`src/rtl/sprite_palette_pkg.sv`:
```
// sprite_palette_pkg
//   Shared types and constants for the sprite palette engine:
//   - fade_cmd_e   : encodings of the fade_cmd input
//   - fade_state_e : brightness-fade FSM states
//   - DEFAULT_PAL  : 16-entry reset palette, 4 bits per channel {r,g,b}
package sprite_palette_pkg;

  typedef enum logic [1:0] {
    CMD_NONE     = 2'b00,
    CMD_FADE_OUT = 2'b01,
    CMD_FADE_IN  = 2'b10,
    CMD_RSVD     = 2'b11
  } fade_cmd_e;

  typedef enum logic [1:0] {
    IDLE     = 2'b00,
    FADE_OUT = 2'b01,
    FADE_IN  = 2'b10
  } fade_state_e;

  localparam int DEF_ENTRIES = 16;

  localparam logic [11:0] DEFAULT_PAL [DEF_ENTRIES] = '{
    12'h000, 12'h125, 12'h725, 12'h085, 12'hA53, 12'h555, 12'hCCC, 12'hFFE,
    12'hF04, 12'hFA0, 12'hFE2, 12'h0E3, 12'h2AF, 12'h879, 12'hF7A, 12'hFCA
  };

  // Entries beyond the table come up black.
  function automatic logic [11:0] default_rgb12(input int i);
    return (i < DEF_ENTRIES) ? DEFAULT_PAL[i[3:0]] : 12'h000;
  endfunction

endpackage

```
`src/rtl/sprite_palette_engine_scale.sv`:
```
// palette_channel_scale
//   Combinational brightness scaler for one colour channel.
//   y = (c*level + MAXL) >> CH_W, evaluated at 2*CH_W+1 bits so that
//   level=MAXL returns c unchanged and level=0 returns 0.
//   Ports: c (channel in), level (brightness), y (scaled channel).
module palette_channel_scale #(
  parameter int CH_W = 4
) (
  input  logic [CH_W-1:0] c,
  input  logic [CH_W-1:0] level,
  output logic [CH_W-1:0] y
);
  localparam int PW = 2*CH_W+1;
  localparam logic [PW-1:0] MAXL_W = PW'((1 << CH_W) - 1);

  logic [PW-1:0] prod;

  assign prod = PW'(c) * PW'(level) + MAXL_W;
  assign y    = CH_W'(prod >> CH_W);
endmodule

```
`src/rtl/sprite_palette_engine.sv`:
```
// sprite_palette_engine
//   Palette lookup with transparent-key detection and frame-paced
//   brightness fade.
//   Ports:
//     Clk, Reset_n                 clock, synchronous active-low reset
//     wr_en/wr_index/wr_rgb        palette write port ({r,g,b})
//     rd_valid/index               lookup request, result 2 cycles later
//     frame_start/fade_cmd         fade pacing and control
//     red/green/blue/out_valid/transparent   lookup result
//     fade_busy/level              fade status and current brightness
module sprite_palette_engine
  import sprite_palette_pkg::*;
#(
  parameter int IDX_W       = 4,
  parameter int CH_W        = 4,
  parameter int TRANSP_EN   = 1,
  parameter int TRANSP_IDX  = 0,
  parameter int FADE_FRAMES = 4
) (
  input  logic              Clk,
  input  logic              Reset_n,
  input  logic              wr_en,
  input  logic [IDX_W-1:0]  wr_index,
  input  logic [3*CH_W-1:0] wr_rgb,
  input  logic              rd_valid,
  input  logic [IDX_W-1:0]  index,
  input  logic              frame_start,
  input  logic [1:0]        fade_cmd,
  output logic [CH_W-1:0]   red,
  output logic [CH_W-1:0]   green,
  output logic [CH_W-1:0]   blue,
  output logic              out_valid,
  output logic              transparent,
  output logic              fade_busy,
  output logic [CH_W-1:0]   level
);
  localparam int DEPTH = 2**IDX_W;
  localparam int MAXL  = 2**CH_W - 1;
  localparam int REP   = (CH_W + 3) / 4;
  localparam int CNT_W = (FADE_FRAMES < 2) ? 1 : $clog2(FADE_FRAMES);
  localparam logic [CH_W-1:0]  LVL_MAX  = CH_W'(MAXL);
  localparam logic [CNT_W-1:0] CNT_LAST = CNT_W'(FADE_FRAMES - 1);
  localparam logic [IDX_W-1:0] KEY      = IDX_W'(TRANSP_IDX);

  // The default table is 4 bits/channel; wider channels replicate the
  // nibble (4'hC -> 8'hCC) so full scale stays full scale.
  function automatic logic [CH_W-1:0] widen(input logic [3:0] n);
    logic [4*REP-1:0] rep;
    rep = {REP{n}};
    return rep[4*REP-1 -: CH_W];
  endfunction

  function automatic logic [3*CH_W-1:0] default_entry(input int i);
    logic [11:0] e;
    e = default_rgb12(i);
    return {widen(e[11:8]), widen(e[7:4]), widen(e[3:0])};
  endfunction

  // ---------------- palette storage ----------------
  logic [3*CH_W-1:0] pal [DEPTH];

  always_ff @(posedge Clk) begin
    if (!Reset_n) begin
      for (int i = 0; i < DEPTH; i++) pal[i] <= default_entry(i);
    end else if (wr_en) begin
      pal[wr_index] <= wr_rgb;
    end
  end

  // ---------------- lookup pipeline ----------------
  // Stage 1 samples the array before this edge's write lands, so a
  // same-cycle write/read of one index returns the old entry.
  logic [2:1]              vld_pipe;
  logic [3*CH_W-1:0]       s1_rgb;
  logic [IDX_W-1:0]        s1_idx;
  logic [2:0][CH_W-1:0]    chan_in, chan_out;
  logic                    tkey;

  always_ff @(posedge Clk) begin
    if (!Reset_n) begin
      vld_pipe <= '0;
      s1_rgb   <= '0;
      s1_idx   <= '0;
    end else begin
      vld_pipe <= {vld_pipe[1], rd_valid};
      s1_rgb   <= pal[index];
      s1_idx   <= index;
    end
  end

  assign chan_in = s1_rgb;

  for (genvar g = 0; g < 3; g++) begin : g_scale
    palette_channel_scale #(.CH_W(CH_W)) u_scale (
      .c     (chan_in[g]),
      .level (level),
      .y     (chan_out[g])
    );
  end

  assign tkey = (TRANSP_EN != 0) && (s1_idx == KEY);

  always_ff @(posedge Clk) begin
    if (!Reset_n) begin
      transparent        <= 1'b0;
      {red, green, blue} <= '0;
    end else if (vld_pipe[1]) begin
      transparent        <= tkey;
      {red, green, blue} <= tkey ? '0 : chan_out;
    end else begin
      transparent        <= 1'b0;
      {red, green, blue} <= '0;
    end
  end

  assign out_valid = vld_pipe[2];

  // ---------------- fade FSM ----------------
  fade_state_e      state, state_nx;
  logic [CNT_W-1:0] cnt, cnt_nx;
  logic [CH_W-1:0]  level_nx;

  always_ff @(posedge Clk) begin
    if (!Reset_n) begin
      state <= IDLE;
      cnt   <= '0;
      level <= LVL_MAX;
    end else begin
      state <= state_nx;
      cnt   <= cnt_nx;
      level <= level_nx;
    end
  end

  // A frame_start arriving with the command in IDLE is not counted:
  // IDLE never advances the counter and entry clears it.
  always_comb begin
    state_nx = state;
    cnt_nx   = cnt;
    level_nx = level;
    case (state)
      IDLE: begin
        if (fade_cmd == CMD_FADE_OUT && level != '0) begin
          state_nx = FADE_OUT;
          cnt_nx   = '0;
        end else if (fade_cmd == CMD_FADE_IN && level != LVL_MAX) begin
          state_nx = FADE_IN;
          cnt_nx   = '0;
        end
      end
      FADE_OUT: begin
        if (frame_start) begin
          if (cnt == CNT_LAST) begin
            cnt_nx   = '0;
            level_nx = level - 1'b1;
            if (level == CH_W'(1)) state_nx = IDLE;
          end else begin
            cnt_nx = cnt + 1'b1;
          end
        end
      end
      FADE_IN: begin
        if (frame_start) begin
          if (cnt == CNT_LAST) begin
            cnt_nx   = '0;
            level_nx = level + 1'b1;
            if (level == LVL_MAX - 1'b1) state_nx = IDLE;
          end else begin
            cnt_nx = cnt + 1'b1;
          end
        end
      end
      default: state_nx = IDLE;
    endcase
  end

  assign fade_busy = (state != IDLE);

endmodule

```
`config.mk`:
```
export PLATFORM = sky130hd
export DESIGN_NAME = sprite_palette_engine
export DESIGN_NICKNAME = d
export VERILOG_FILES = /design/src/rtl/sprite_palette_pkg.sv /design/src/rtl/sprite_palette_engine_scale.sv /design/src/rtl/sprite_palette_engine.sv
export SDC_FILE = /design/constraint.sdc
export NUM_CORES = 1
export LEC_CHECK = 0
export CAP_MARGIN = 15
export CORE_MARGIN = 4
export CORE_UTILIZATION = 55
export CTS_BUF_LIST = sky130_fd_sc_hd__clkbuf_4 sky130_fd_sc_hd__clkbuf_8
export CTS_CLUSTER_DIAMETER = 40
export DETAILED_ROUTE_END_ITERATION = 8
export MAX_ROUTING_LAYER = met4
export PLACE_DENSITY = 0.87
export SLEW_MARGIN = 40
export SYNTH_ARGS = -nofsm -noshare
export SYNTH_HDL_FRONTEND = slang
export SYNTH_SLANG_ARGS = --single-unit
```
`constraint.sdc`:
```
create_clock -name Clk -period 3.2 [get_ports Clk]
set_input_delay 0.64 -clock Clk [delete_from_list [all_inputs] [get_ports Clk]]
set_output_delay 0.64 -clock Clk [all_outputs]
set_load 0.05 [all_outputs]
```
==> impl_metrics.env <==
export IMPL_critPathKind="reg -> reg"
export IMPL_cts_tree="done"
export IMPL_cp_top_family="adder cells"
export IMPL_rsz0062_at_grt="true"
export IMPL_hold_violations=0
export IMPL_cp_slowest_stage_delay_ns=0.55
export IMPL_clkLatencyLatePin_ns=0.56
export IMPL_worst_ep_arrival_time_ns=3.53
export IMPL_drive_above_1_share_pct=16.19
export IMPL_syn_area_um2=11790
export IMPL_syn_inst=947
export IMPL_power_leakage_nw=5.140
export IMPL_cp_start_kind="flop"
export IMPL_antenna_cells=0
export IMPL_path_cells="nand2_1, ha_1, fa_1, fa_1, inv_1, ha_1, nor3_2, a211oi_1, a31oi_1, mux2i_1"
export IMPL_reg2reg_to="blue[3]"
export IMPL_place_gp_congestion=0.9118
export IMPL_die_area_um2=23840
export IMPL_end_kind="flop"
export IMPL_utilization_pct=64.82
export IMPL_syn2layout_area_growth_pct=15.61
export IMPL_post_route_drc_count=0
export IMPL_grt_pass1_wl_mm=43.63
export IMPL_worstSetupEndpoint="blue[3]"
export IMPL_hp_class="reg -> reg"
export IMPL_drt_initial_drc_count=701
export IMPL_slew_headroom_pct=42.36
export IMPL_clock_fmax_mhz=327.4
export IMPL_r2r_setup_slack_ns=0.15
export IMPL_synthFlopType="edfxtp_1"
export IMPL_finalWirelength_mm=27.76
export IMPL_dp_final_hpwl_mm=18.41
export IMPL_reg2reg_from="level[3]"
export IMPL_cts_hold_buf=0
export IMPL_viasPerCell=6.089
export IMPL_final_cell_mix="edfxtp_1 (192), and2_1 (78), or3_1 (76)"
export IMPL_finalSetupViolations=0
export IMPL_cp_startpoint="level[3]"
export IMPL_cts_buffers=40
export IMPL_crit_buf_inv=1
export IMPL_grt_usage_pct=24.16
export IMPL_htreeDepth=2
export IMPL_final_antenna_net_count=0
export IMPL_final_common_cell="edfxtp_1"
export IMPL_slowest_stage="fa_1"
export IMPL_fin_skew_ns=0.03947
export IMPL_antenna_found_initial=0
export IMPL_nets=1102
export IMPL_routedWlPerCell_um=21.05
export IMPL_fp_dieH_um=154.4
export IMPL_min_period_over_period_pct=95.45
export IMPL_avgSynthCellArea_um2=12.45
export IMPL_dr_pass1_iters=5
export IMPL_clk_pin_slew_worst_paths_ns=0.06
export IMPL_cap_violations=0
export IMPL_detailed_place_area_um2=12690
export IMPL_period_needed_ns=3.054
export IMPL_cts_sinks=231
export IMPL_synth_cell_types=52
export IMPL_vias=8032
export IMPL_core_area_um2=21020
export IMPL_rr_worst_depth=10
export IMPL_outcome="complete, no violations"
export IMPL_synth_seq_cells=231
export IMPL_synth_warnings=0
export IMPL_synth_edf_count=192
export IMPL_power_density_nw_per_um2=601.6
export IMPL_synth_seq_area_share_pct=55.54
export IMPL_crit_path_max_fanout=14
export IMPL_cp_required_ns=3.67
export IMPL_portBuffers=45
export IMPL_worst_pin_slew_ns=0.8619
export IMPL_syn_num_nets=1036
export IMPL_synthArstFlopShare_pct=0
export IMPL_clockBufferDepth=3
export IMPL_design_area_um2=13630
export IMPL_slew_violations=0
export IMPL_ir_drop_mv=0.3849
export IMPL_rows=53
export IMPL_grt_max_degree=40
export IMPL_grt_pass1_vias=8116
export IMPL_die_w_um=154.4
export IMPL_crit_cells=10
export IMPL_grt_overflow_total=0
export IMPL_cts_root_buf="clkbuf_8"
export IMPL_pin_count=46
export IMPL_finalSetupTns_ns=0
export IMPL_start_util_pct=56.07
-- per-stage QoR --
stage | total power [mW] | hold slack, ns | cells | worst slack, ns
2_1_floorplan | 4.852 | 0.4659 | 947 | 0.01247
3_5_place_dp | 5.337 | 0.4948 | 1240 | 0.1571
5_1_grt | 8.612 | 0.5425 | 1319 | -0.05435
6_report | 8.196 | 0.4964 | 1319 | 0.1457
3_3_place_gp | 5.262 | 0.4809 | 1240 | 0.2248
4_1_cts | 8.198 | 0.5033 | 1313 | 0.1358
-- layer usage --
metal	wire length (µm)	GRT usage (%)
met4	1102	10.01
met2	13630	39.37
met3	2844	4.896
met5	0	-
met1	10180	29.73
-- repair_timing --
action,in CTS,in global routing
endpoints found under the setup margin,0,5
buffers inserted,0,6
hold endpoints to repair,0,0
gates resized for setup,0,3
-- flip-flops by register name, indices dropped and copies added (netlist names), 4 cells and up --
name     count
pal        192
chan_in     12
blue         4
green        4
level        4
red          4
s1_idx       4
-- area by class of cell --
class	count	area [µm²]
multi-input cells	599	4830
well taps	275	344.1
inverters	44	165.2
clock inverters	20	201.4
flip-flops and latches	231	6555
clock buffers	53	654.4
repair buffers	97	875.8
fillers	1526	7396
-- where the power goes --
part           internal, mW  switching (mW)  total [mW]  leakage, nW
logic                 0.736            1.04        1.78         2.49
clock network          1.67            1.20        2.87        0.447
registers              3.45           0.103        3.55         2.20
total                  5.85            2.35        8.20         5.14
-- cell usage after synthesis (all sizes together), types with 2 or more instances --
cell     count  area [µm²]
a2111oi      3       26.28
a211oi      20       150.1
a21o         3       22.52
a21oi        6       30.03
a221o        8       80.08
a221oi       2       41.29
a31oi        5       31.28
a41o         3       30.03
and2        78       488.0
and3        30       187.7
buf         13       78.83
clkbuf      60       225.2
dfxtp       39       780.8
edfxtp     192        5766
fa          15       300.3
ha          47       588.1
inv         44       165.2
mux2         3       33.78
mux2i       19       190.2
mux4        34       765.7
nand2       55       206.5
nand2b      26       162.7
nand3       14       70.07
nand4        4       25.02
nor2        23       86.33
nor2b       26       162.7
nor3        35       175.2
nor4         3       18.77
o211ai       3       22.52
o21a         3       22.52
o21ai       21       105.1
o22ai        4       25.02
o31ai        9       67.56
or2          3       18.77
or3         76       475.5
or3b         2       20.02
xor2         6       52.55
-- how the worst min path moves through the flow --
| stage | depth (start not counted) | from | end | slack, ns |
|---|---|---|---|---|
| floorplan | 2 | cnt[0] | cnt[0] | 0.47 |
| global placement | 2 | cnt[0] | cnt[0] | 0.48 |
| detailed placement | 2 | cnt[0] | cnt[0] | 0.49 |
| CTS | 2 | cnt[0] | cnt[0] | 0.50 |
| global route | 2 | cnt[0] | cnt[0] | 0.54 |
| finish | 2 | cnt[0] | cnt[0] | 0.50 |
-- cells by family (layout without fill, tap and decap cells) --
| logic type | count (synthesis) | after routing | synth area share [%] |
|---|---|---|---|
| compound gates | 95 | 95 | 5.955 |
| xor+xnor | 7 | 7 | 0.5202 |
| fa+ha+maj | 62 | 62 | 7.537 |
| buf+inv | 117 | 214 | 3.981 |
| flops | 231 | 231 | 55.54 |
| mux | 56 | 56 | 8.397 |
| simple gates | 379 | 379 | 18.07 |
-- worst reg2reg max path, cell delays in order, from the launching register on --
cell,delay [ns]
dfxtp_4,0.41
nand2_1,0.08
ha_1,0.32
fa_1,0.51
fa_1,0.55
inv_1,0.04
ha_1,0.25
nor3_2,0.28
a211oi_1,0.13
a31oi_1,0.23
mux2i_1,0.19
No activity file was read; power rests on OpenSTA's default activity.
